--- src/rtl/afifo_pkg.sv ---
// afifo_pkg: word width shared with the async FIFO and write-arbiter state encoding
package afifo_pkg;
    localparam int F_WIDTH = 8;
    localparam logic ST_IDLE = 1'b0;
    localparam logic ST_BURST = 1'b1;
    typedef enum logic {IDLE = ST_IDLE, BURST = ST_BURST} state_t;
endpackage

--- src/rtl/afifo_wr_arbiter_if.sv ---
// afifo_wr_arbiter_if: producer request bundle plus FIFO write port seen by the write arbiter
interface afifo_wr_arbiter_if
    import afifo_pkg::*;
#(
    parameter int f_width = F_WIDTH,
    parameter int N_REQ = 4
);
    logic [N_REQ-1:0] req;
    logic [N_REQ*f_width-1:0] src_data;
    logic [N_REQ-1:0] ack;
    logic [N_REQ-1:0] gnt;
    logic f_full_flag;
    logic f_almost_full_flag;
    logic w_en;
    logic [f_width-1:0] d_in;
    modport master(input req, src_data, f_full_flag, f_almost_full_flag, output ack, gnt, w_en, d_in);
    modport slave(output req, src_data, f_full_flag, f_almost_full_flag, input ack, gnt, w_en, d_in);
endinterface

--- src/rtl/rr_pick.sv ---
// rr_pick: first requester strictly after rr_ptr, searching upward with wrap-around
module rr_pick #(
    parameter int N_REQ = 4,
    localparam int IW = $clog2(N_REQ)
) (
    input  logic [N_REQ-1:0] req,
    input  logic [IW-1:0]    rr_ptr,
    output logic             found,
    output logic [IW-1:0]    idx
);
    logic [IW-1:0] c;

    assign found = |req;

    // walk from the farthest candidate back to the nearest so the nearest hit wins
    always_comb begin
        idx = '0;
        c = '0;
        for (int k = N_REQ; k >= 1; k--) begin
            c = IW'((int'(rr_ptr) + k) % N_REQ);
            if (req[c]) idx = c;
        end
    end
endmodule

--- src/rtl/afifo_wr_arbiter.sv ---
// afifo_wr_arbiter: round-robin, burst-bounded sharing of the afifo write port.
// Optional AFIFO_WARB_ALMOST_FULL_THROTTLE_EN: withhold new grants while the FIFO is almost full.
module afifo_wr_arbiter
    import afifo_pkg::*;
#(
    parameter int f_width = F_WIDTH,
    parameter int N_REQ = 4,
    parameter int BURST_LEN = 4
) (
    input logic w_clk,
    input logic reset,
    afifo_wr_arbiter_if.master bus
);
    localparam int IW = $clog2(N_REQ);

    state_t state, state_n;
    logic [N_REQ-1:0] gnt, gnt_n;
    logic [7:0] burst_cnt, cnt_n;
    logic [IW-1:0] rr_ptr, ptr_n, owner, idx;
    logic [f_width-1:0] d;
    logic found, owner_req, wen, grant_ok;

    rr_pick #(.N_REQ(N_REQ)) u_pick (
        .req(bus.req),
        .rr_ptr(rr_ptr),
        .found(found),
        .idx(idx)
    );

    // owner index and its data slice, both derived from the one-hot grant (zero when idle)
    always_comb begin
        owner = '0;
        d = '0;
        for (int i = 0; i < N_REQ; i++)
            if (gnt[i]) begin
                owner = IW'(i);
                d = d | bus.src_data[i*f_width +: f_width];
            end
    end

    assign owner_req = |(bus.req & gnt);
    assign wen = owner_req & ~bus.f_full_flag;
    assign bus.w_en = wen;
    assign bus.ack = wen ? gnt : '0;
    assign bus.d_in = d;
    assign bus.gnt = gnt;

`ifdef AFIFO_WARB_ALMOST_FULL_THROTTLE_EN
    assign grant_ok = found & ~bus.f_full_flag & ~bus.f_almost_full_flag;
`else
    logic unused_af;
    assign grant_ok = found & ~bus.f_full_flag;
    assign unused_af = bus.f_almost_full_flag;
`endif

    // arbitrate in IDLE; in BURST release on dropped request or last word, otherwise count writes
    always_comb begin
        state_n = state;
        gnt_n = gnt;
        cnt_n = burst_cnt;
        ptr_n = rr_ptr;
        if (state == IDLE) begin
            if (grant_ok) begin
                state_n = BURST;
                gnt_n = N_REQ'(1) << idx;
                cnt_n = '0;
            end
        end else if (!owner_req || (wen && burst_cnt == 8'(BURST_LEN - 1))) begin
            state_n = IDLE;
            gnt_n = '0;
            ptr_n = owner;
        end else if (wen) begin
            cnt_n = burst_cnt + 8'd1;
        end
    end

    // state register; rr_ptr resets to the last producer so producer 0 is served first
    always_ff @(posedge w_clk or posedge reset) begin
        if (reset) begin
            state <= IDLE;
            gnt <= '0;
            burst_cnt <= '0;
            rr_ptr <= IW'(N_REQ - 1);
        end else begin
            state <= state_n;
            gnt <= gnt_n;
            burst_cnt <= cnt_n;
            rr_ptr <= ptr_n;
        end
    end
endmodule

--- src/flat_wrapper.sv ---
// flat-port wrapper written by rule: the top's interface ports become plain ports
module afifo_wr_arbiter_flat import afifo_pkg::*;
#(
    parameter int f_width = F_WIDTH,
    parameter int N_REQ = 4,
    parameter int BURST_LEN = 4
)
  (w_clk, reset, bus_req, bus_src_data, bus_f_full_flag, bus_f_almost_full_flag, bus_ack, bus_gnt, bus_w_en, bus_d_in);
  afifo_wr_arbiter_if #(.f_width(f_width), .N_REQ(N_REQ)) bus_i ();
  input logic w_clk;
  input logic reset;
  input wire logic [$bits(bus_i.req)-1:0] bus_req;
  input wire logic [$bits(bus_i.src_data)-1:0] bus_src_data;
  input wire logic [$bits(bus_i.f_full_flag)-1:0] bus_f_full_flag;
  input wire logic [$bits(bus_i.f_almost_full_flag)-1:0] bus_f_almost_full_flag;
  output wire logic [$bits(bus_i.ack)-1:0] bus_ack;
  output wire logic [$bits(bus_i.gnt)-1:0] bus_gnt;
  output wire logic [$bits(bus_i.w_en)-1:0] bus_w_en;
  output wire logic [$bits(bus_i.d_in)-1:0] bus_d_in;
  assign bus_i.req = bus_req;
  assign bus_i.src_data = bus_src_data;
  assign bus_i.f_full_flag = bus_f_full_flag;
  assign bus_i.f_almost_full_flag = bus_f_almost_full_flag;
  assign bus_ack = bus_i.ack;
  assign bus_gnt = bus_i.gnt;
  assign bus_w_en = bus_i.w_en;
  assign bus_d_in = bus_i.d_in;
  afifo_wr_arbiter #(.f_width(f_width), .N_REQ(N_REQ), .BURST_LEN(BURST_LEN)) u_core (.w_clk(w_clk), .reset(reset), .bus(bus_i));
endmodule
--- config.mk ---
export PLATFORM = sky130hd
export DESIGN_NAME = afifo_wr_arbiter_flat
export DESIGN_NICKNAME = d
export VERILOG_FILES = /design/src/rtl/afifo_pkg.sv /design/src/rtl/afifo_wr_arbiter_if.sv /design/src/rtl/rr_pick.sv /design/src/rtl/afifo_wr_arbiter.sv /design/src/flat_wrapper.sv
export SDC_FILE = /design/constraint.sdc
export NUM_CORES = 1
export LEC_CHECK = 0
export ABC_AREA = 1
export BUFFER_PORTS_ARGS = -buffer_cell sky130_fd_sc_hd__buf_2
export CORE_UTILIZATION = 42
export DETAILED_ROUTE_END_ITERATION = 7
export PLACE_DENSITY = 0.76
export SYNTH_ARGS = -nofsm -noshare
export SYNTH_HDL_FRONTEND = slang
export SYNTH_SLANG_ARGS = --single-unit
--- constraint.sdc ---
create_clock -name w_clk -period 1.4 [get_ports w_clk]
set_clock_uncertainty 0.15 [all_clocks]
set_input_delay 0.07 -clock w_clk [delete_from_list [all_inputs] [get_ports w_clk]]
set_output_delay 0.07 -clock w_clk [all_outputs]
set_load 0.01 [all_outputs]
## Word level (Yosys, flattened, before mapping)

Index checks and enable logic that the tools add are counted.

- Output and inout bits: 17
- Register bits after elaboration: 15
- Word-level logic and storage cells: 64

- Bitwise operators: 7
- Equal/unequal tests: 4
- $add $sub $neg: 5
- Reductions and logical operators: 9
- Shift-type cells: 1
- Muxes and demuxes: 30
- Magnitude comparators: 4

Operators by type and width:

| kind | number |
|---|---|
| 8-bit two-way mux | 8 |
| 8-bit bitwise OR | 3 |
| 4-bit two-way mux | 4 |
| 2-bit by 3-bit less-than comparator with 1-bit output, second input constant | 4 |
| 2-bit two-way mux | 6 |
| 8-bit by 1-bit adder with 8-bit output, second input constant | 1 |
| 1-bit binary-select mux with 2-bit select | 4 |
| 8-bit by 2-bit == test with 1-bit output, second input constant | 1 |
| 1-bit two-way mux | 8 |
| 4-bit OR reduction | 2 |
| 2-bit inequality test, second input constant | 3 |
| 2-bit by 1-bit adder with 2-bit output, second input constant | 2 |
| 2-bit adder, second input constant | 2 |
| 4-bit bitwise AND | 1 |
| 2-bit AND reduction | 2 |
| 1-bit by 2-bit left shift with 4-bit output, first input constant | 1 |
| 3-bit AND reduction | 1 |
| 1-bit bitwise AND | 2 |
| 2-bit nonzero test | 1 |
| 1-bit logical AND | 1 |
| 1-bit zero test | 1 |
| 1-bit logical OR | 1 |
| 1-bit inverter | 1 |

## Logic depth before layout (Yosys ltp)

Gate-level depths: netlist of run 1.

- Depth after elaboration: 10
- Mapped depth: 12

## Hierarchy

A second synthesis of run 1 with hierarchy kept.

- Cell total of the unflattened synthesis: 235
- Area, all modules: 1407.6 µm²

By module, submodules not included:

| module | area each (µm²) | instances | sequential area each (µm²) | cells each |
|---|---|---|---|---|
| afifo_wr_arbiter | 1141.1 | 1 | 377.9 | 184 |
| rr_pick | 266.5 | 1 | 0.0 | 51 |

## Worst setup path before layout of run 1

No wires, ideal clock.

- Path kind: flip-flop to flip-flop
- Start point: register u_core.burst_cnt[0]
- End point: register u_core.burst_cnt[2]
- Setup slack: -0.131 ns
- Buffers on the path: 1
- Data required time: 1.132 ns
- Arrival time: 1.263 ns
- Cell stages (with the launch flop): 11
- Path through: dfrtp_1 > ha_1 > inv_1 > nor3_1 > nand3_1 > nand2_1 > nand2_2 > nand2_2 > buf_6 > nand2_1 > o21ai_2

- Cells in the longest elaborated chain, start to end: 5
- Elaborated cells between the ends (all ways): 9

Ends and longest elaborated chain:

| what | RTL line | source |
|---|---|---|
| from (decl) | afifo_wr_arbiter.sv:18 | `logic [7:0] burst_cnt, cnt_n;` |
| from (signal assigned) | afifo_wr_arbiter.sv:87 | `burst_cnt <= cnt_n;` |
| parallel branches: the longest is 5 deep, another holds 8-bit by 1-bit adder with 8-bit output | -- |  |

Several ways; the timed one is not identified. The select of a mux whose other input is x is not followed.
A chain may end at the register's enable or synchronous reset.

## Worst setup path in the final report of run 1

- Start point: register u_core.rr_ptr[0]
- End point: register u_core.gnt[3] (netlist: u_core.bus.gnt[3])

- Cells in the longest elaborated chain, start to end: 10
- Elaborated cells between the ends (all ways): 19

Ends and longest elaborated chain:

| what | RTL line | source |
|---|---|---|
| from (decl) | afifo_wr_arbiter.sv:19 | `logic [IW-1:0] rr_ptr, ptr_n, owner, idx;` |
| from (signal assigned) | afifo_wr_arbiter.sv:83 | `rr_ptr <= IW'(N_REQ - 1);` |
| from (signal assigned) | afifo_wr_arbiter.sv:88 | `rr_ptr <= ptr_n;` |
| 2-bit by 1-bit adder with 2-bit output | rr_pick.sv:20 | `c = IW'((int'(rr_ptr) + k) % N_REQ);` |
| 1-bit binary-select mux with 2-bit select | rr_pick.sv:21 | `if (req[c]) idx = c;` |
| 1-bit two-way mux (not written as such) | rr_pick.sv:21 |  |
| 2-bit two-way mux (3 in a row) | rr_pick.sv:21 |  |
| 2-bit two-way mux * | rr_pick.sv:21 |  |
| 1-bit by 2-bit left shift with 4-bit output * | afifo_wr_arbiter.sv:65 | `gnt_n = N_REQ'(1) << idx;` |
| 4-bit two-way mux * | afifo_wr_arbiter.sv:63 | `if (grant_ok) begin` |
| 4-bit two-way mux * | afifo_wr_arbiter.sv:62 | `if (state == IDLE) begin` |
| to (signal assigned) | afifo_wr_arbiter.sv:86 | `gnt <= gnt_n;` |
| to (decl) | afifo_wr_arbiter.sv:17 | `logic [N_REQ-1:0] gnt, gnt_n;` |

Mark *: on every way between the ends. The rest lies on a longest branch, timed or not. The select of a mux whose other input is x is not followed.

==> out/qor.json, run 1 <==
{
  "floorplanning": {
    "die_w_um": 56.99,
    "initial_util_pct": 45.27,
    "core-area_um2": 2805,
    "design.portCount": 57,
    "floorplan.rows": 19,
    "design.die.area_um2": 3248,
    "fp.dieH_um": 56.99
  },
  "logic_synthesis": {
    "main_combinational_cell_family_by_area_after_synthesis": "simple AND/OR/NAND/NOR gates",
    "ys_warn_count": 0,
    "synthDominantAreaCellType": "nand2_1",
    "syn-instance-count": 207,
    "synth_mux_area_share_pct": 0,
    "synth_adder_area_share_pct": 0.9852,
    "synth_simple_gate_area_share_pct": 48.28,
    "mappedNetlistNets": 248,
    "synth_sequential_area_ratio_pct": 29.75,
    "synth_top_cells_by_area": "nand2_1 (28%), dfrtp_1 (26%), inv_1 (5.9%)",
    "synthesis.area_um2": 1270,
    "synth_cell_types": 24,
    "synth_compound_gate_area_share_pct": 6.404,
    "syn-mean-instance-area_um2": 6.135,
    "synthXorXnorAreaFrac_pct": 4.138,
    "synth_top_cell_area_share_pct": 28.37,
    "postSynthRegisterBits": 15
  },
  "critical_path": {
    "worst_ep_required_time_ps": 1430,
    "max_fanout_on_critical_path": 8,
    "path_class": "reg -> reg",
    "worstSetupStartpointType": "register",
    "r2r_end": "u_core.bus.gnt[3]$_DFFE_PP0P_",
    "worst_setup_path_end_kind": "register",
    "reg2reg_slack_ps": -230,
    "worst_r2r_startpoint": "u_core.rr_ptr[0]$_DFFE_PP1P_",
    "worst-r2r-cell-count": 11,
    "critPathArrivalTime_ps": 1650
  },
  "global_routing": {
    "aggregate_global_route_resource_usage_pct": 23.29,
    "number_of_global_route_vias_before_repair": 1449,
    "grt_antenna_before_repair": 0,
    "grt_remaining_overflow": 0,
    "grt_first_pass_wirelength_um": 5906,
    "pin_count_of_the_biggest_net_entering_global_routing": 16
  },
  "placement": {
    "port-buffer-count": 55,
    "placed_area_um2": 1763,
    "gp_congestion": 0.8821,
    "detailed_place_hpwl_um": 2720
  },
  "timing": {
    "max_clock_freq_ghz": 0.6153,
    "timing.final.crit_share_pct": 116.1,
    "worstMarginPinSlew_ps": 574.5,
    "final-setup-viol-count": 19,
    "grt_setup_unrepaired": "true",
    "hold_viol_final": 0,
    "post-route-min-period_ps": 1625,
    "worst_hold_slack_ps": 170.7,
    "finalMaxSlewViolations": 0,
    "slew_headroom_pct": 61.66,
    "timing.final.ws_setup_ps": -225.3
  },
  "route": {
    "drt-pass1-iter-count": 6,
    "detail_route.iter0.violations": 78,
    "ant_nets": 0,
    "finalWirelength_um": 3781,
    "route.detailed.wl_per_inst_um": 11.67,
    "via_count": 1568,
    "detail_route.vias_per_cell": 4.840,
    "drt_drc_violations_left": 2
  },
  "clocking": {
    "cts_sinks": 15,
    "cts_buffers": 3,
    "cts_max_path_buffers": 2,
    "ctsRootBufferMaster": "clkbuf_4",
    "cts_max_level": 1,
    "clock_latency_ps": 280,
    "tritoncts": "done",
    "clkSlewWorstSetupHoldPaths_ps": 90
  },
  "final_layout": {
    "drive_gt1_share_pct": 48.12,
    "final_cell_mix": "nand2_1 (74), buf_2 (53), nand2_2 (25)",
    "final.fill_count": 236,
    "nNetsFinal": 335,
    "antennaDiodeCount": 0,
    "layout-area-overhead-vs-synth_pct": 57.24,
    "layout_commonest_cell": "nand2_1",
    "stdcell_area_um2": 1997,
    "final_core_util_pct": 71.19
  },
  "pwr": {
    "intPower_mw": 1.578,
    "pwr-share-clk_pct": 8.3,
    "ir_drop_mv": 0.7899,
    "switching_power_mw": 1.395,
    "leakagePower_nw": 1.069,
    "comb_power_share_pct": 70.8,
    "power.share.sequential_pct": 20.9,
    "total_power_mw": 2.973,
    "power_per_cell_area_nw_per_um2": 1489,
    "net_switching_share_of_the_total_power_pct": 46.93
  },
  "worst_hold_path": {
    "holdCritStartpoint": "bus_f_full_flag",
    "holdPathStages": 5,
    "min-delay-path-class": "in -> reg",
    "timing.hold.worst_endpoint": "u_core.state$_DFF_PP0_"
  },
  "run_status": {
    "status": "complete, but fails checks",
    "failing_checks": "DRC, setup timing"
  },
  "run": {
    "max-cap-violations": 0
  }
}
layer usage:
metal | vias up | track usage [%] | routed length, um
li1 | 817 | - | -
met1 | 703 | 27.16 | 1552
met2 | 38 | 42.52 | 2002
met3 | 10 | 2.721 | 119
met4 | 0 | 10.80 | 106
met5 | - | 0 | 0
power groups by stage:
stage / registers (mW) / logic (mW) / clock network, mW
3_3_place_gp: 0.625 / 1.65 / 0
4_1_cts: 0.616 / 1.88 / 0.251
2_1_floorplan: 0.638 / 1.01 / 0
5_1_grt: 0.632 / 2.30 / 0.274
6_report: 0.621 / 2.11 / 0.246
3_5_place_dp: 0.629 / 1.68 / 0
kinds of logic (layout without fill, tap and decap cells):
family / count (synthesis) / after routing
AO/OA/AOI/OAI: 13 / 13
flip-flops: 15 / 15
AND/OR/NAND/NOR: 143 / 143
buffers and inverters: 29 / 115
XOR/XNOR: 6 / 6
adder cells (fa/ha/maj): 1 / 1
stage by stage:
step           worst slack (ps)  std cells  TNS [ps]
2_1_floorplan            -123.9        207     -1041
3_3_place_gp             -220.7        315     -2554
3_5_place_dp             -230.5        315     -2814
4_1_cts                  -234.2        322     -2702
5_1_grt                  -344.3        324     -5314
6_report                 -225.3        324     -3496
registers in the layout, indices dropped and copies added (netlist names):
name / flops
u_core.burst_cnt: 8
u_core.bus.gnt: 4
u_core.rr_ptr: 2
u_core.state: 1
how the worst max path moves through the flow:
stage,startpoint,endpoint,cells past startpoint
floorplan,u_core.rr_ptr[0]$_DFFE_PP1P_,u_core.bus.gnt[1]$_DFFE_PP0P_,12
global placement,u_core.rr_ptr[0]$_DFFE_PP1P_,u_core.bus.gnt[0]$_DFFE_PP0P_,10
detailed placement,u_core.rr_ptr[0]$_DFFE_PP1P_,u_core.bus.gnt[3]$_DFFE_PP0P_,11
CTS,u_core.rr_ptr[0]$_DFFE_PP1P_,u_core.bus.gnt[2]$_DFFE_PP0P_,10
global route,u_core.rr_ptr[0]$_DFFE_PP1P_,u_core.bus.gnt[0]$_DFFE_PP0P_,10
finish,u_core.rr_ptr[0]$_DFFE_PP1P_,u_core.bus.gnt[3]$_DFFE_PP0P_,11
worst max-delay path, cell delays in order, from the launching register on:
cell,delay (ps)
dfstp_2,640
inv_6,70
nand2_1,80
nand2_2,60
nand2_1,80
nand2_1,60
inv_2,60
nand2_1,60
nand2_2,70
nand2_1,70
nand3_1,70
nand2_1,50
cell usage after synthesis:
cell and number:
inv_1 20, nor2_1 15, xnor2_1 3, o21bai_1 2, buf_4 1, a21oi_1 2
nand2_2 6, inv_6 1, nand3_1 10, nand4_1 9, nand2_1 96, xor2_1 3
dfrtp_1 13, o21ai_2 3, nand3_2 2, clkbuf_1 3, nor3_1 4, ha_1 1
dfstp_2 2, o21ai_0 4, nand4_2 1, o21ai_1 2, buf_6 2, inv_2 2
layout make-up:
class / count / area (um^2) / area share, %
Clock buffer: 4 / 26.28 / 1.316
Multi-Input combinational cell: 163 / 877.1 / 43.92
Sequential cell: 15 / 377.9 / 18.92
Tap cell: 31 / 38.79 / 1.942
Inverter: 23 / 101.3 / 5.075
Timing Repair Buffer: 88 / 575.6 / 28.82
repair_timing:
item,in CTS,in global routing
resized for setup,27,27
pin swaps,12,6
hold buffers,1,0
setup endpoints to repair,19,27
buffers inserted,2,2
hold endpoints to repair,13,0
Note: power is estimated with default switching activity, not from simulation.
==> inputs of run 2 (changes only) <==
CORE_UTILIZATION = 45   (was 42)
SKIP_LAST_GASP = 1   (was not set)
SYNTH_HIERARCHICAL = 1   (was not set)
clock period = 1.8 ns   (was 1.4 ns; I/O delays follow)
==> run 2 against run 1 <==
  * The run ends with DRC left
  * Power is 34% lower
  * Die area rose by 3.3%
  * Clock-buffer cell count decreased by 1
  * Combinational power is 39% lower
  * Highest routed layer unchanged
==> out/qor.json, run 2 <==
{
  "run_status": {
    "status": "complete, but fails checks",
    "failing_checks": "DRC"
  },
  "timing": {
    "final-setup-viol-count": {"value": 0, "change": "-19"},
    "max_clock_freq": {"value": 0.5769, "unit": "GHz", "change": "-6.2%"},
    "hold_viol_final": {"value": 0, "change": "unchanged"},
    "finalMaxSlewViolations": {"value": 0, "change": "unchanged"},
    "totalNegativeSetupSlack": {"value": 0, "unit": "ps", "change": "+3496 ps"},
    "timing.final.crit_share": {"value": 96.30, "unit": "%", "change": "-20 points"},
    "worstMarginPinSlew": {"value": 580.4, "unit": "ps", "change": "+5.881 ps"},
    "timing.final.ws_setup": {"value": 66.66, "unit": "ps", "change": "+291.9 ps"},
    "grt_setup_unrepaired": "true",
    "post-route-min-period": {"value": 1733, "unit": "ps", "change": "+108.1 ps"},
    "slew_headroom": {"value": 61.26, "unit": "%", "change": "-0.39 points"}
  },
  "final_layout": {
    "drive_gt1_share": {"value": 32.21, "unit": "%", "change": "-16 points"},
    "layout_top_registers": "u_core/burst_cnt x8, u_core/bus.gnt x4, u_core/rr_ptr x2",
    "largest_reg_flops": {"value": 8, "change": "unchanged"},
    "antennaDiodeCount": {"value": 0, "change": "unchanged"},
    "layout_commonest_cell": "nand2_1",
    "final_cell_mix": "nand2_1 (96), buf_2 (55), inv_1 (29)",
    "final_core_util": {"value": 63.51, "unit": "%", "change": "-7.7 points"},
    "nNetsFinal": {"value": 340, "change": "+1.5%"},
    "top_register": "u_core/burst_cnt",
    "layout-area-overhead-vs-synth_pct": 28.71,
    "instances_no_fill": {"value": 329, "change": "+1.5%"},
    "final.fill_count": {"value": 270, "change": "+14%"}
  },
  "logic_synthesis": {
    "synth.cells.most_frequent": "nand2_1 (98), inv_1 (29), nand3_1 (21), nor2_1 (20), dfrtp_1 (13)",
    "syn-instance-count": {"value": 235, "change": "+14%"},
    "synth_mux_area_share": {"value": 0, "unit": "%", "change": "unchanged"},
    "synth_simple_gate_area_share": {"value": 52.98, "unit": "%", "change": "+4.7 points"},
    "synthesis.area": {"value": 1408, "unit": "um^2", "change": "+11%"},
    "main_combinational_cell_family_by_area_after_synthesis": "simple AND/OR/NAND/NOR gates",
    "synth_sequential_area_ratio": {"value": 26.84, "unit": "%", "change": "-2.9 points"},
    "synth_compound_gate_area_share": {"value": 5.333, "unit": "%", "change": "-1.1 points"},
    "synth_top_cells_by_area": "nand2_1 (26%), dfrtp_1 (23%), inv_1 (7.7%)",
    "synthArstFlopShare": {"value": 100.0, "unit": "%", "change": "unchanged"},
    "postSynthRegisterBits": {"value": 15, "change": "unchanged"},
    "synthMostInstantiatedCell": "nand2_1",
    "synth_adder_area_share": {"value": 0.8889, "unit": "%", "change": "-0.096 points"},
    "synth_top_cell_area_share": {"value": 26.13, "unit": "%", "change": "-2.2 points"},
    "ys_warn_count": {"value": 6, "change": "+6"},
    "synthXorXnorAreaFrac": {"value": 1.244, "unit": "%", "change": "-2.9 points"},
    "dominantRegCellSynth": "dfrtp_1",
    "syn-mean-instance-area": {"value": 5.990, "unit": "um^2", "change": "-2.4%"},
    "synth_cell_types": {"value": 26, "change": "+8.3%"},
    "post_synth_edffs": {"value": 0, "change": "unchanged"},
    "mappedNetlistNets": {"value": 276, "change": "+11%"},
    "synthDominantAreaCellType": "nand2_1"
  },
  "clocking": {
    "cts_buffers": {"value": 3, "change": "unchanged"},
    "cts_max_level": {"value": 1, "change": "unchanged"},
    "tritoncts": "done",
    "cts_sinks": {"value": 15, "change": "unchanged"},
    "cts_max_path_buffers": {"value": 2, "change": "unchanged"},
    "clock_latency": {"value": 290, "unit": "ps", "change": "about the same"},
    "clkSlewWorstSetupHoldPaths": {"value": 100, "unit": "ps", "change": "about the same"},
    "ctsRootBufferMaster": "clkbuf_4"
  },
  "floorplanning": {
    "core-area": {"value": 2853, "unit": "um^2", "change": "+1.7%"},
    "fp.dieH": {"value": 57.93, "unit": "um", "change": "+1.6%"},
    "die_w": {"value": 57.93, "unit": "um", "change": "+1.6%"},
    "design.portCount": {"value": 57, "change": "unchanged"},
    "initial_util": {"value": 49.34, "unit": "%", "change": "+4.1 points"},
    "floorplan.rows": {"value": 19, "change": "unchanged"},
    "design.die.area": {"value": 3356, "unit": "um^2", "change": "+3.3%"}
  },
  "critical_path": {
    "path_class": "reg -> reg",
    "worstSetupStartpointType": "register",
    "reg2reg_slack": {"value": 70, "unit": "ps", "change": "+290 ps"},
    "critPathArrivalTime": {"value": 1770, "unit": "ps", "change": "+120 ps"},
    "worst_setup_path_end_kind": "register",
    "max_fanout_on_critical_path": {"value": 5, "change": "-3"},
    "worst_ep_required_time": {"value": 1840, "unit": "ps", "change": "+410 ps"}
  },
  "route": {
    "ant_nets": {"value": 0, "change": "unchanged"},
    "finalWirelength": {"value": 3508, "unit": "um", "change": "-7.2%"},
    "detail_route.vias_per_cell": {"value": 4.891, "change": "+1.1%"},
    "detail_route.iter0.violations": {"value": 72, "change": "-7.7%"},
    "via_count": {"value": 1609, "change": "+2.6%"},
    "route.detailed.wl_per_inst": {"value": 10.66, "unit": "um", "change": "-8.6%"},
    "drt-pass1-iter-count": {"value": 6, "change": "unchanged"},
    "drt_drc_violations_left": {"value": 1, "change": "-1"}
  },
  "global_routing": {
    "number_of_global_route_vias_before_repair": {"value": 1385, "change": "-4.4%"},
    "aggregate_global_route_resource_usage": {"value": 21.88, "unit": "%", "change": "-1.4 points"},
    "grt_antenna_before_repair": {"value": 0, "change": "unchanged"},
    "pin_count_of_the_biggest_net_entering_global_routing": {"value": 16, "change": "unchanged"},
    "grt_first_pass_wirelength": {"value": 5747, "unit": "um", "change": "-2.7%"},
    "grt_remaining_overflow": {"value": 0, "change": "unchanged"}
  },
  "placement": {
    "place_worst_setup_slack": {"value": 8.058, "unit": "ps", "change": "+238.5 ps"},
    "detailed_place_hpwl": {"value": 2694, "unit": "um", "change": "-0.94%"},
    "port-buffer-count": {"value": 55, "change": "unchanged"},
    "gp_congestion": {"value": 0.8935, "change": "+1.3%"},
    "dp.cells": {"value": 321, "change": "+1.9%"}
  },
  "pwr": {
    "power_per_cell_area": {"value": 1085, "unit": "nW/um^2", "change": "-27%"},
    "total_power": {"value": 1.966, "unit": "mW", "change": "-34%"},
    "leakagePower": {"value": 1.023, "unit": "nW", "change": "-4.3%"},
    "ir_drop": {"value": 0.5205, "unit": "mV", "change": "-34%"}
  },
  "worst_hold_path": {
    "min-delay-path-class": "in -> reg"
  },
  "run": {
    "max-cap-violations": {"value": 0, "change": "unchanged"}
  }
}
==> run 2: cell types whose count changed in the layout (fill, tap and decap cells not counted), moves of 3 or more <==
| cell | delta |
|---|---|
| nand3_1 | +12 |
| inv_1 | +12 |
| o21ai_2 | -4 |
| buf_4 | -14 |
| nand2_2 | -13 |
| nor2_1 | +7 |
| nand2_1 | +22 |
| buf_6 | -12 |
| o21ai_1 | +3 |
==> run 2: timing repair <==
action,CTS,global route
gates resized for setup,0,5
hold buffers,2,0
endpoints found under the hold margin,17,0
setup endpoints to repair,0,4
setup buffers,0,2
==> run 2: kinds of logic after synthesis <==
| group | count (synthesis) |
|---|---|
| DFF | 15 |
| xor gates and xnor gates | 2 |
| adders and majority gates | 1 |
| buffers and inverters | 40 |
| AOI/OAI and AO/OA | 12 |
| and+or+nand+nor | 165 |
==> run 2: area by class of cell <==
class	count	area, um^2	area share, %
tap	31	38.79	2.141
multi-input combinational	180	863.3	47.65
clock inverter	1	5.005	0.2762
timing repair buffer	66	375.4	20.72
inverter	33	128.9	7.113
sequential	15	377.9	20.86
clock buffer	3	22.52	1.243
==> run 2: final timing paths <==
| check | from | end | cells after the start |
|---|---|---|---|
| setup / recovery | u_core/rr_ptr[0]$_DFFE_PP1P_ | u_core/bus.gnt[1]$_DFFE_PP0P_ | 10 |
| hold / removal | bus_req[2] | u_core/bus.gnt[0]$_DFFE_PP0P_ | 7 |
| setup reg to reg | u_core/rr_ptr[0]$_DFFE_PP1P_ | u_core/bus.gnt[1]$_DFFE_PP0P_ | 10 |
| hold reg to reg | u_core/burst_cnt[7]$_DFFE_PP0P_ | u_core/burst_cnt[7]$_DFFE_PP0P_ | 2 |
| max in group asynchronous | reset | u_core/rr_ptr[1]$_DFFE_PP1P_ | 3 |
| min in group asynchronous | reset | u_core/burst_cnt[2]$_DFFE_PP0P_ | 3 |
==> run 2: critical path, stage by stage (launching register included) <==
cell and delay (ps):
dfstp_2 570, buf_4 160, nand2_1 60, nand2_1 60, nor2_1 40, o21ai_1 110
nand2_1 80, a21oi_2 200, inv_1 80, nand3_1 80, o21ai_1 60
==> run 2: stage by stage <==
stage	hold slack (ps)	instance area, um^2
finish	231.3	1812
global route	258.0	1812
detailed placement	29.91	1724
global placement	32.26	1724
CTS	225.2	1772
floorplan	-160.0	1408
==> run 2: power by group <==
group	internal [mW]	leakage (nW)	switching (mW)
clock network	0.0826	0.0177	0.112
logic	0.494	0.808	0.782
registers	0.419	0.197	0.0772
total	0.995	1.02	0.971
==> run 2: metal layers <==
| metal | share of wire [%] | up-vias | track usage (%) | routed length (um) |
|---|---|---|---|---|
| met3 | 5.0 | 4 | 4.911 | 175 |
| met5 | 0 | - | 0 | 0 |
| li1 | - | 853 | - | - |
| met4 | 0.66 | 0 | 3.741 | 23 |
| met1 | 46 | 702 | 29.11 | 1619 |
| met2 | 48 | 50 | 36.95 | 1690 |
==> inputs of run 3 (changes only) <==
==> constraint.sdc (replaced) <==
create_clock -name w_clk -period 1.8 [get_ports w_clk]
set_clock_uncertainty 0.15 [all_clocks]
set_input_delay 0.18 -clock w_clk [delete_from_list [all_inputs] [get_ports w_clk]]
set_output_delay 0.18 -clock w_clk [all_outputs]
set_load 0.01 [all_outputs]
==> run 3 against run 2 <==
  * The flow still finishes with violations (DRC)
  * Register-to-register slack got worse by 30 ps
  * Combinational power increased by 7%
  * Wire length up 2.5%
==> out/qor.json, run 3 (synthesized netlist as in run 2, its figures left out) <==
{
  "placement": {
    "port-buffer-count": {"value": 55, "change": "unchanged"},
    "place_worst_setup_slack": {"value": 6.999, "unit": "ps", "change": "-1.059 ps"},
    "gp_congestion": {"value": 0.8893, "change": "-0.47%"},
    "placed_area": {"value": 1724, "unit": "um^2", "change": "unchanged"},
    "detailed_place_hpwl": {"value": 2648, "unit": "um", "change": "-1.7%"}
  },
  "final_layout": {
    "layout-area-overhead-vs-synth_pct": 30.76,
    "layout_commonest_cell": "nand2_1",
    "nNetsFinal": {"value": 341, "change": "+0.29%"},
    "antennaDiodeCount": {"value": 0, "change": "unchanged"},
    "stdcell_area": {"value": 1841, "unit": "um^2", "change": "+1.6%"},
    "multi_input_comb_area": {"value": 892.1, "unit": "um^2", "change": "+3.3%"},
    "drive_gt1_share": {"value": 35.12, "unit": "%", "change": "+2.9 points"},
    "layout_top_registers": "u_core/burst_cnt x8, u_core/bus.gnt x4, u_core/rr_ptr x2",
    "seqCellArea": {"value": 377.9, "unit": "um^2", "change": "unchanged"},
    "largest_reg_flops": {"value": 8, "change": "unchanged"},
    "final.fill_count": {"value": 280, "change": "+3.7%"},
    "top_register": "u_core/burst_cnt",
    "final_cell_mix": "nand2_1 (96), buf_2 (55), inv_1 (27)"
  },
  "floorplanning": {
    "fp.dieH": {"value": 57.93, "unit": "um", "change": "unchanged"},
    "die_w": {"value": 57.93, "unit": "um", "change": "unchanged"},
    "core-area": {"value": 2853, "unit": "um^2", "change": "unchanged"},
    "design.die.area": {"value": 3356, "unit": "um^2", "change": "unchanged"},
    "initial_util": {"value": 49.34, "unit": "%", "change": "unchanged"},
    "floorplan.rows": {"value": 19, "change": "unchanged"},
    "design.portCount": {"value": 57, "change": "unchanged"}
  },
  "pwr": {
    "leakagePower": {"value": 1.042, "unit": "nW", "change": "+1.9%"},
    "ir_drop": {"value": 0.6664, "unit": "mV", "change": "+28%"},
    "power_per_cell_area": {"value": 1121, "unit": "nW/um^2", "change": "+3.2%"}
  },
  "critical_path": {
    "critical-path-top-delay-family": "simple AND/OR/NAND/NOR gates",
    "worst_ep_required_time": {"value": 1870, "unit": "ps", "change": "+30 ps"},
    "crit_path_cell_trace": "buf_6, inv_4, nand2_4, nand2_4, inv_4, nand2_2, nand3b_1, nand3_1, nand2_1, nand2_2, inv_2, nand3_1, o21ai_1",
    "cp_slowest_cell": "dfstp_2",
    "worstPathBufferInverterCount": {"value": 4, "change": "+2"},
    "max_fanout_on_critical_path": {"value": 5, "change": "unchanged"},
    "r2r_end": "u_core/bus.gnt[0]$_DFFE_PP0P_",
    "timing.critical_path.slowest_cell_delay": {"value": 560, "unit": "ps", "change": "about the same"},
    "reg2reg_slack": {"value": 40, "unit": "ps", "change": "-30 ps"},
    "critPathArrivalTime": {"value": 1830, "unit": "ps", "change": "+60 ps"},
    "worst-r2r-cell-count": {"value": 13, "change": "+3"},
    "path_class": "reg -> reg",
    "worst_setup_path_end_kind": "register",
    "worstSetupStartpointType": "register",
    "worst_r2r_startpoint": "u_core/rr_ptr[0]$_DFFE_PP1P_"
  },
  "timing": {
    "post-route-min-period": {"value": 1765, "unit": "ps", "change": "+31.44 ps"},
    "timing.final.ws_setup": {"value": 35.22, "unit": "ps", "change": "-31.44 ps"},
    "hold_viol_final": {"value": 0, "change": "unchanged"},
    "worstMarginPinSlew": {"value": 570.7, "unit": "ps", "change": "-9.750 ps"},
    "max_clock_freq": {"value": 0.5666, "unit": "GHz", "change": "-1.8%"},
    "slew_headroom": {"value": 61.91, "unit": "%", "change": "+0.65 points"},
    "worst_hold_slack": {"value": 62.68, "unit": "ps", "change": "-168.6 ps"},
    "final-setup-viol-count": {"value": 0, "change": "unchanged"},
    "timing.final.crit_share": {"value": 98.04, "unit": "%", "change": "+1.7 points"},
    "finalMaxSlewViolations": {"value": 0, "change": "unchanged"},
    "grt_setup_unrepaired": "true"
  },
  "clocking": {
    "cts_sinks": {"value": 15, "change": "unchanged"},
    "clock_latency": {"value": 290, "unit": "ps", "change": "about the same"},
    "ctsRootBufferMaster": "clkbuf_4",
    "tritoncts": "done",
    "clkSlewWorstSetupHoldPaths": {"value": 90, "unit": "ps", "change": "about the same"},
    "cts_buffers": {"value": 3, "change": "unchanged"},
    "cts_max_path_buffers": {"value": 2, "change": "unchanged"},
    "cts_max_level": {"value": 1, "change": "unchanged"}
  },
  "route": {
    "detail_route.vias_per_cell": {"value": 4.870, "change": "-0.43%"},
    "ant_nets": {"value": 0, "change": "unchanged"},
    "detail_route.iter0.violations": {"value": 81, "change": "+13%"},
    "finalWirelength": {"value": 3596, "unit": "um", "change": "+2.5%"},
    "drt-pass1-iter-count": {"value": 6, "change": "unchanged"},
    "route.detailed.wl_per_inst": {"value": 10.90, "unit": "um", "change": "+2.2%"},
    "via_count": {"value": 1607, "change": "-0.12%"},
    "drt_drc_violations_left": {"value": 1, "change": "unchanged"}
  },
  "global_routing": {
    "grt_antenna_before_repair": {"value": 0, "change": "unchanged"},
    "grt_first_pass_wirelength": {"value": 5796, "unit": "um", "change": "+0.85%"},
    "pin_count_of_the_biggest_net_entering_global_routing": {"value": 16, "change": "unchanged"},
    "grt_util_met3": {"value": 5.134, "unit": "%", "change": "+0.22 points"},
    "met1_usage": {"value": 30.75, "unit": "%", "change": "+1.6 points"},
    "grt.met2_usage": {"value": 34.98, "unit": "%", "change": "-2.0 points"},
    "gr-max-usage-layer": "met2",
    "number_of_global_route_vias_before_repair": {"value": 1381, "change": "-0.29%"},
    "grt_remaining_overflow": {"value": 0, "change": "unchanged"},
    "aggregate_global_route_resource_usage": {"value": 22.19, "unit": "%", "change": "+0.30 points"}
  },
  "run": {
    "max-cap-violations": {"value": 0, "change": "unchanged"}
  },
  "worst_hold_path": {
    "min-delay-path-class": "in -> reg",
    "holdCritStartpoint": "bus_f_full_flag",
    "holdPathStages": {"value": 4, "change": "-3"},
    "timing.hold.worst_endpoint": "u_core/bus.gnt[1]$_DFFE_PP0P_"
  },
  "run_status": {
    "failing_checks": "DRC",
    "status": "complete, but fails checks"
  }
}
-- run 3: changes by cell type in the layout (fill, tap and decap cells not counted), sizes merged --
cell / previous run / this run
buf: 64 / 66
dlygate4sd3: 2 / 1
-- run 3: worst register-to-register path, delay by kind of cell, from the launching register on --
family	cells	cell delay, ps
buffers and inverters	4	310
AND/OR/NAND/NOR	8	600
AO/OA/AOI/OAI	1	90
flip-flops	1	560
-- run 3: worst max path at each step --
stage / startpoint / slack [ps] / endpoint / cells past startpoint
5_1_grt: u_core/rr_ptr[0]$_DFFE_PP1P_ / -80 / u_core/bus.gnt[2]$_DFFE_PP0P_ / 13
3_5_place_dp: u_core/rr_ptr[0]$_DFFE_PP1P_ / 7 / u_core/bus.gnt[1]$_DFFE_PP0P_ / 9
3_3_place_gp: u_core/rr_ptr[0]$_DFFE_PP1P_ / 20 / u_core/bus.gnt[1]$_DFFE_PP0P_ / 9
4_1_cts: u_core/rr_ptr[0]$_DFFE_PP1P_ / 1 / u_core/bus.gnt[1]$_DFFE_PP0P_ / 9
6_report: u_core/rr_ptr[0]$_DFFE_PP1P_ / 40 / u_core/bus.gnt[0]$_DFFE_PP0P_ / 13
2_1_floorplan: u_core/rr_ptr[0]$_DFFE_PP1P_ / 180 / u_core/bus.gnt[1]$_DFFE_PP0P_ / 10
-- run 3: routing by layer --
layer	share of wire [%]	vias up	routed length [um]
met5	0	-	0
met4	0.58	0	21
met3	6.1	2	218
met2	48	56	1711
met1	46	691	1644
li1	-	858	-
-- run 3: what timing repair did --
item | 4_1_cts | 5_1_grt
endpoints found under the hold margin | 13 | 0
hold buffers | 1 | 0
buffers inserted | 0 | 4
gates resized for setup | 0 | 15
setup endpoints to repair | 0 | 4
-- run 3: power breakdown --
group	internal (mW)	switching [mW]
Combinational	0.523	0.851
Clock	0.0826	0.109
Sequential	0.419	0.0780
-- run 3: layout make-up --
type                            count  area share, %
Sequential cell                    15          20.53
Inverter                           33          7.002
Clock buffer                        3          1.224
Timing Repair Buffer               67          20.39
Multi-Input combinational cell    180          48.47
Tap cell                           31          2.107
Clock inverter                      1         0.2719
-- run 3: through the flow --
stage	power (mW)	cells	util, %	setup TNS (ps)
detailed placement	1.702	321	60.44	0
global placement	1.689	321	60.44	0
finish	2.062	330	64.52	0
CTS	1.908	326	61.75	0
global route	2.250	330	64.52	-228.4
floorplan	1.375	235	-	0
